===== src/rtl/fetch_stage_pkg.sv =====
// Shared definitions for the instruction-fetch stage: default widths, PC step
// and FSM state encoding.
package fetch_stage_pkg;
  localparam int FS_PC_WIDTH = 32;
  localparam int FS_IWIDTH   = 32;
  localparam int FS_PC_STEP  = 4;

  typedef enum logic {
    IDLE  = 1'b0,
    FETCH = 1'b1
  } fetch_state_e;
endpackage


===== src/rtl/fetch_stage_skid.sv =====
// Depth-1 skid buffer holding a {pc, instr} response that arrived while
// decode was stalled.
module fetch_skid #(
  parameter int PC_WIDTH = 32,
  parameter int IWIDTH   = 32
) (
  input  logic                clk,
  input  logic                rst,
  input  logic                push,
  input  logic                pop,
  input  logic                flush,
  input  logic [PC_WIDTH-1:0] in_pc,
  input  logic [IWIDTH-1:0]   in_instr,
  output logic                full,
  output logic [PC_WIDTH-1:0] out_pc,
  output logic [IWIDTH-1:0]   out_instr
);
  logic                full_q, full_d;
  logic [PC_WIDTH-1:0] pc_q, pc_d;
  logic [IWIDTH-1:0]   instr_q, instr_d;

  always_comb begin
    full_d  = full_q;
    pc_d    = pc_q;
    instr_d = instr_q;
    if (flush) begin
      full_d = 1'b0;
    end else if (push) begin
      full_d  = 1'b1;
      pc_d    = in_pc;
      instr_d = in_instr;
    end else if (pop) begin
      full_d = 1'b0;
    end
  end

  always_ff @(posedge clk) begin
    if (rst) begin
      full_q  <= 1'b0;
      pc_q    <= '0;
      instr_q <= '0;
    end else begin
      full_q  <= full_d;
      pc_q    <= pc_d;
      instr_q <= instr_d;
    end
  end

  assign full      = full_q;
  assign out_pc    = pc_q;
  assign out_instr = instr_q;
endmodule


===== src/rtl/fetch_stage.sv =====
// Instruction-fetch stage: PC generation, one-cycle imem request/response
// tagging, depth-1 skid under decode stall, and the IF/ID register.
module fetch_stage
  import fetch_stage_pkg::*;
#(
  parameter int                     PC_WIDTH = FS_PC_WIDTH,
  parameter int                     IWIDTH   = FS_IWIDTH,
  parameter logic [PC_WIDTH-1:0]    RESET_PC = '0
) (
  input  logic                f_clk,
  input  logic                f_rst,
  input  logic                f_i_ce,
  input  logic                f_i_stall,
  input  logic                f_i_redirect,
  input  logic [PC_WIDTH-1:0] f_i_target,
  input  logic                f_i_flush,
  output logic                f_o_imem_req,
  output logic [PC_WIDTH-1:0] f_o_imem_addr,
  input  logic [IWIDTH-1:0]   f_i_imem_instr,
  output logic [PC_WIDTH-1:0] fs_ds_o_pc,
  output logic [IWIDTH-1:0]   fs_ds_o_instr,
  output logic                fs_ds_o_valid
);
  fetch_state_e        state_q, state_d;
  logic [PC_WIDTH-1:0] pc_q, pc_d;
  logic [PC_WIDTH-1:0] tag_q, tag_d;
  logic                infl_q, infl_d;
  logic [PC_WIDTH-1:0] ifid_pc_q, ifid_pc_d;
  logic [IWIDTH-1:0]   ifid_instr_q, ifid_instr_d;
  logic                ifid_valid_q, ifid_valid_d;

  logic                discard, rsp_vld, imem_req;
  logic                skid_full, skid_push, skid_pop;
  logic [PC_WIDTH-1:0] skid_pc;
  logic [IWIDTH-1:0]   skid_instr;

  always_comb begin
    discard   = f_i_redirect | f_i_flush;
    imem_req  = (state_q == FETCH) & ~f_i_stall & ~skid_full & ~f_i_redirect & ~f_rst;
    rsp_vld   = infl_q & ~discard;
    skid_push = rsp_vld & f_i_stall;
    skid_pop  = skid_full & ~f_i_stall & ~discard;

    state_d = f_i_ce ? FETCH : IDLE;

    pc_d = pc_q;
    if (f_i_redirect)  pc_d = f_i_target;
    else if (imem_req) pc_d = pc_q + PC_WIDTH'(FS_PC_STEP);

    infl_d = imem_req;
    tag_d  = imem_req ? pc_q : tag_q;

    // Skid drains before a fresh response; without either the register bubbles.
    ifid_pc_d    = ifid_pc_q;
    ifid_instr_d = ifid_instr_q;
    ifid_valid_d = ifid_valid_q;
    if (!f_i_stall) begin
      if (skid_pop) begin
        ifid_pc_d    = skid_pc;
        ifid_instr_d = skid_instr;
        ifid_valid_d = 1'b1;
      end else if (rsp_vld) begin
        ifid_pc_d    = tag_q;
        ifid_instr_d = f_i_imem_instr;
        ifid_valid_d = 1'b1;
      end else begin
        ifid_valid_d = 1'b0;
      end
    end
    if (f_i_flush) ifid_valid_d = 1'b0;
  end

  always_ff @(posedge f_clk) begin
    if (f_rst) begin
      state_q      <= IDLE;
      pc_q         <= RESET_PC;
      tag_q        <= '0;
      infl_q       <= 1'b0;
      ifid_pc_q    <= '0;
      ifid_instr_q <= '0;
      ifid_valid_q <= 1'b0;
    end else begin
      state_q      <= state_d;
      pc_q         <= pc_d;
      tag_q        <= tag_d;
      infl_q       <= infl_d;
      ifid_pc_q    <= ifid_pc_d;
      ifid_instr_q <= ifid_instr_d;
      ifid_valid_q <= ifid_valid_d;
    end
  end

  fetch_skid #(.PC_WIDTH(PC_WIDTH), .IWIDTH(IWIDTH)) u_skid (
    .clk      (f_clk),
    .rst      (f_rst),
    .push     (skid_push),
    .pop      (skid_pop),
    .flush    (discard),
    .in_pc    (tag_q),
    .in_instr (f_i_imem_instr),
    .full     (skid_full),
    .out_pc   (skid_pc),
    .out_instr(skid_instr)
  );

  assign f_o_imem_req  = imem_req;
  assign f_o_imem_addr = pc_q;
  assign fs_ds_o_pc    = ifid_pc_q;
  assign fs_ds_o_instr = ifid_instr_q;
  assign fs_ds_o_valid = ifid_valid_q;
endmodule


===== config.mk =====
export PLATFORM = sky130hd
export DESIGN_NAME = fetch_stage
export DESIGN_NICKNAME = d
export VERILOG_FILES = /design/src/rtl/fetch_stage_pkg.sv /design/src/rtl/fetch_stage_skid.sv /design/src/rtl/fetch_stage.sv
export SDC_FILE = /design/constraint.sdc
export NUM_CORES = 1
export LEC_CHECK = 0
export CAP_MARGIN = 5
export CORE_ASPECT_RATIO = 1.75
export CORE_MARGIN = 2
export CORE_UTILIZATION = 45
export DETAILED_ROUTE_END_ITERATION = 12
export DONT_BUFFER_PORTS = 1
export PLACE_DENSITY = 0.69
export REMOVE_ABC_BUFFERS = 1
export SKIP_CTS_REPAIR_TIMING = 1
export SLEW_MARGIN = 5
export SYNTH_ARGS = -nofsm -noshare
export SYNTH_HDL_FRONTEND = slang
export SYNTH_SLANG_ARGS = --single-unit

===== constraint.sdc =====
create_clock -name f_clk -period 2.3 [get_ports f_clk]
set_clock_uncertainty 0.05 [all_clocks]
set_input_delay 0.115 -clock f_clk [delete_from_list [all_inputs] [get_ports f_clk]]
set_output_delay 0.115 -clock f_clk [all_outputs]
set_load 0.01 [all_outputs]

Word level (Yosys, flattened, before mapping) --
Cells that the tools add are included.
Cells by class: add/subtract/negate cells 1, multiplexer cells 11, bitwise gates (word level) 14, reduce and logical (&&, ||, !) cells 7
Operators by type and width (count):
- $mux 32 | 6
- $add 32x3->32 const B | 1
- $and 1x1->1 | 8
- $reduce_bool 2->1 | 3
- $mux 1 | 5
- $not 1->1 | 5
- $reduce_and 2->1 | 2
- $reduce_or 2->1 | 2
- $or 1x1->1 | 1
Storage, ports and cells: register bits 196, input bits 70, output and inout port bits 98, word-level logic and storage cells 43

Depth between registers and ports, before layout --
depth in word-level cells 7, gate-level depth with buffers 7, mapped depth without buffers 5

Cells and area by module --
A second synthesis with hierarchy kept.
Second synthesis, totals: cells, all modules 955, area, all modules 9048.7 um^2
By module, submodules not included:
- fetch_stage | times used 1, cells each 659, area an instance 5780.5 um^2, sequential area each 2622.5 um^2
- fetch_skid | times used 1, cells each 296, area an instance 3268.1 um^2, sequential area each 1301.2 um^2

Worst setup path after synthesis --
OpenSTA, ideal clock, no wires.
path type register to register, start point register u_skid.full_q, in the netlist u_skid.full, end point register pc_q[20], in the netlist f_o_imem_addr[20], data arrival time 1.975 ns, path slack 0.154 ns, cell stages (with the launch flop) 5, path buffers 0, path through dfxtp_1 > or4b_4 > or4_4 > o31a_1 > o311a_1
On the way: longest elaborated chain between the ends 5
Ends and longest elaborated chain:
- start: declaration | RTL line fetch_stage_skid.sv:18 | logic full_q, full_d;
- start signal: assignment | RTL line fetch_stage_skid.sv:43 | full_q <= full_d;
- $not 1->1 | RTL line fetch_stage.sv:39 | imem_req = (state_q == FETCH) & ~f_i_stall & ~skid_full & ~f_i_redirect & ~f_rst;
- $and 1x1->1 (3 in a row) | RTL line fetch_stage.sv:39
- $reduce_bool 2->1 (no line)
- end signal: assignment | RTL line fetch_stage.sv:84 | pc_q <= pc_d;
- end: declaration | RTL line fetch_stage.sv:25 | logic [PC_WIDTH-1:0] pc_q, pc_d;
Every way passes these cells. A chain may end at the register's enable or synchronous reset.

Final worst setup path --
start point register u_skid.full_q, in the netlist u_skid.full, end point register pc_q[6], in the netlist f_o_imem_addr[6]
The elaborated chain is that of the path after synthesis.

==> results.yml <==
logic_synthesis:
  synth_area_sq_mm: 0.00809
  synth_edf_count: 0
  ys_warn_count: 0
  synth_common_cells: "nand2_1, dfxtp_1, nor2_1, a211oi_1, a21oi_1"
  synth.most_common_cell: "nand2_1"
  synth_ff_type: "dfxtp_1"
  ys_ff_latch: 196
  yosys.area.top_type: "dfxtp_1"
  ys_seq_area_share_pct: 48.5
  synth_top_cell_area_share_pct: 48.5
  async_reset_ff_share_pct: 0
  synthTopCellsByArea: "dfxtp_1, nand2_1, mux2i_1"
  syn_area_per_cell_sq_um: 8.44
  syn_inst: 958
  ys_types: 52
global_routing:
  grt_start_max_net_pins: 167
  grt_pass1_wl_mm: 34.2
  grt_overflow: 0
  grt_usage_pct: 22.5
  first_global_vias: 6486
  antenna_found_initial: 2
floorplanning:
  die-area_sq_mm: 0.0191
  num_io_pins: 168
  fp.dieW_um: 105
  start_util_pct: 46.1
  floorplan.rows: 64
  die_h_um: 181
  core_sq_mm: 0.0175
finish:
  fin_nets: 1139
  layout-drive-gt1-share_pct: 8.60
  multi_input_area_sq_mm: 0.00387
  regArea_sq_mm: 0.00393
  num-fill-cells: 1540
  final_area_sq_mm: 0.0103
  area_growth_pct: 27.3
sta:
  max_freq_ghz: 0.450
  worstMarginPinSlew_ns: 0.695
  period_share_pct: 96.6
  slew_violations: 0
  period_minus_slack_ns: 2.22
  worst_slack_ns: 0.0785
  hold_slack_ns: -0.00769
  timing_hold_violations_final: 1
  setup_viol: 0
  relSlewSlack_pct: 53.6
worst_setup_path:
  start_kind: "register"
  path_cells: "buf_4, nor4b_4, buf_4, nand4_1, xor2_1, a211oi_1, dlygate4sd3_1"
  rr_worst_depth: 7
  crit_buf_inv: 3
  end_kind: "register"
  critPathArrivalTime_ns: 2.55
  criticalPathCategory: "register to register"
  r2r-start: "u_skid.full$_SDFFE_PP0P_"
  crit_top_cell: "buf_4"
  crit_family: "buffers and inverters"
  worstPathRequired_ns: 2.63
  worst-path-max-fanout: 6
  critPathSlowestCell: "dlygate4sd3_1"
  regToRegEndpoint: "f_o_imem_addr[6]$_SDFFE_PP0P_"
  cpPeakStageDelay_ns: 0.60
  r2r_setup_slack_ns: 0.08
clock_network:
  clock_sinks: 196
  htree_num_levels: 4
  cts_buffer_depth: 2
  cts.clk_slew.worst_paths_ns: 0.07
  cts_tree: "done"
  clock-root-buffer: "clkbuf_16"
  cts_buffers: 17
  clk_latency_ns: 0.43
detailed_routing:
  postRouteAntennaNets: 0
  initialDrtViolationCount: 449
  drt_pass1_iterations: 6
  vias: 7413
  viasPerCell: 5.64
  drc_errors: 0
  wl_per_cell_um: 18.0
  wl_mm: 23.7
placement:
  dp_slack_ns: 0.131
  io_buffers: 0
  hpwlAfterDp_mm: 14.2
  place.gp.congestion: 0.834
  placed_area_sq_mm: 0.00853
status:
  violations: "negative hold slack"
  outcome: "finished with violations"
min_path:
  whs_path_depth: 3
  hp-class: "primary input to register"
  min_from: "f_i_redirect"
  min_to: "f_o_imem_addr[28]$_SDFFE_PP0P_"
power:
  ir_drop_mv: 0.305
  power.leakage_nw: 3.67
  power_density_mw_per_mm2: 650
job:
  drv_cap: 0
state kept, by name, summed over array words and instances (netlist names):
register / flops
infl_q: 1
u_skid.out_instr: 32
u_skid.full: 1
state_q: 1
f_o_imem_addr: 32
fs_ds_o_instr: 32
u_skid.out_pc: 32
fs_ds_o_pc: 32
tag_q: 32
fs_ds_o_valid: 1
cell families after synthesis:
| kind of cell | synth area share [%] |
|---|---|
| fa+ha+maj | 0.155 |
| buf+inv | 3.96 |
| simple gates | 21.1 |
| mux | 8.17 |
| xor+xnor | 1.08 |
| flops | 48.5 |
| compound gates | 17.0 |
worst min-delay path, cell delays in order:
cell and delay [ns]:
nand2_1 0.07, o22a_1 0.13, o211ai_1 0.08
area by class of cell:
class                   count  area share (%)
well taps                 231            2.81
repair buffers            165            15.8
clock buffers              22            4.61
inverters                   7           0.255
multi-input cells         681            37.6
diodes                      3          0.0729
flip-flops and latches    196            38.1
clock inverters            10           0.741
report_power, final:
part / internal [mW] / switching [mW]
Clock: 1.48 / 1.31
Sequential: 3.44 / 0.0584
Combinational: 0.195 / 0.211
Total: 5.11 / 1.58
layout by cell type, fill, tap and decap left out, types with 6 or more instances in the layout:
cell type / Yosys / routed
nand3_1: 14 / 13
a21oi_1: 72 / 72
buf_12: 0 / 6
nand2_1: 216 / 215
nor4_1: 9 / 9
a311oi_1: 9 / 9
mux2i_1: 66 / 66
nand4_1: 12 / 12
dlygate4sd3_1: 0 / 117
dfxtp_1: 196 / 195
buf_4: 0 / 41
o21ai_0: 34 / 34
or4_1: 10 / 10
nor2_1: 90 / 90
a211oi_1: 74 / 74
clkbuf_16: 0 / 17
worst max-delay path by stage:
| stage | start | end | slack [ns] | cells after the start |
|---|---|---|---|---|
| floorplan | f_i_stall | fs_ds_o_instr[0]$_SDFFE_PP0P_ | -1.93 | 4 |
| global placement | u_skid.full$_SDFFE_PP0P_ | f_o_imem_addr[14]$_SDFFE_PP0P_ | 0.15 | 4 |
| detailed placement | u_skid.full$_SDFFE_PP0P_ | f_o_imem_addr[20]$_SDFFE_PP0P_ | 0.13 | 4 |
| CTS | u_skid.full$_SDFFE_PP0P_ | f_o_imem_addr[20]$_SDFFE_PP0P_ | 0.09 | 4 |
| global route | u_skid.full$_SDFFE_PP0P_ | f_o_imem_addr[6]$_SDFFE_PP0P_ | -0.0007 | 7 |
| finish | u_skid.full$_SDFFE_PP0P_ | f_o_imem_addr[6]$_SDFFE_PP0P_ | 0.08 | 7 |
metal layers:
layer	vias to the layer above	track usage, %	routed length [um]
li1	3596	-	-
met5	-	0	0
met4	0	11.9	787
met1	3501	25.3	9040
met2	267	39.3	12400
met3	49	4.83	1450
stage by stage:
step           std cells  util, %  setup TNS (ns)  total power, mW
2_1_floorplan        884        -         -125.17             3.70
3_3_place_gp        1162     48.6               0             3.82
3_5_place_dp        1162     48.6               0             3.82
4_1_cts             1194     51.8               0             6.59
5_1_grt             1314     58.7       -0.000656             6.91
6_report            1315     58.7               0             6.69
Power figures use the tool's default switching activity.
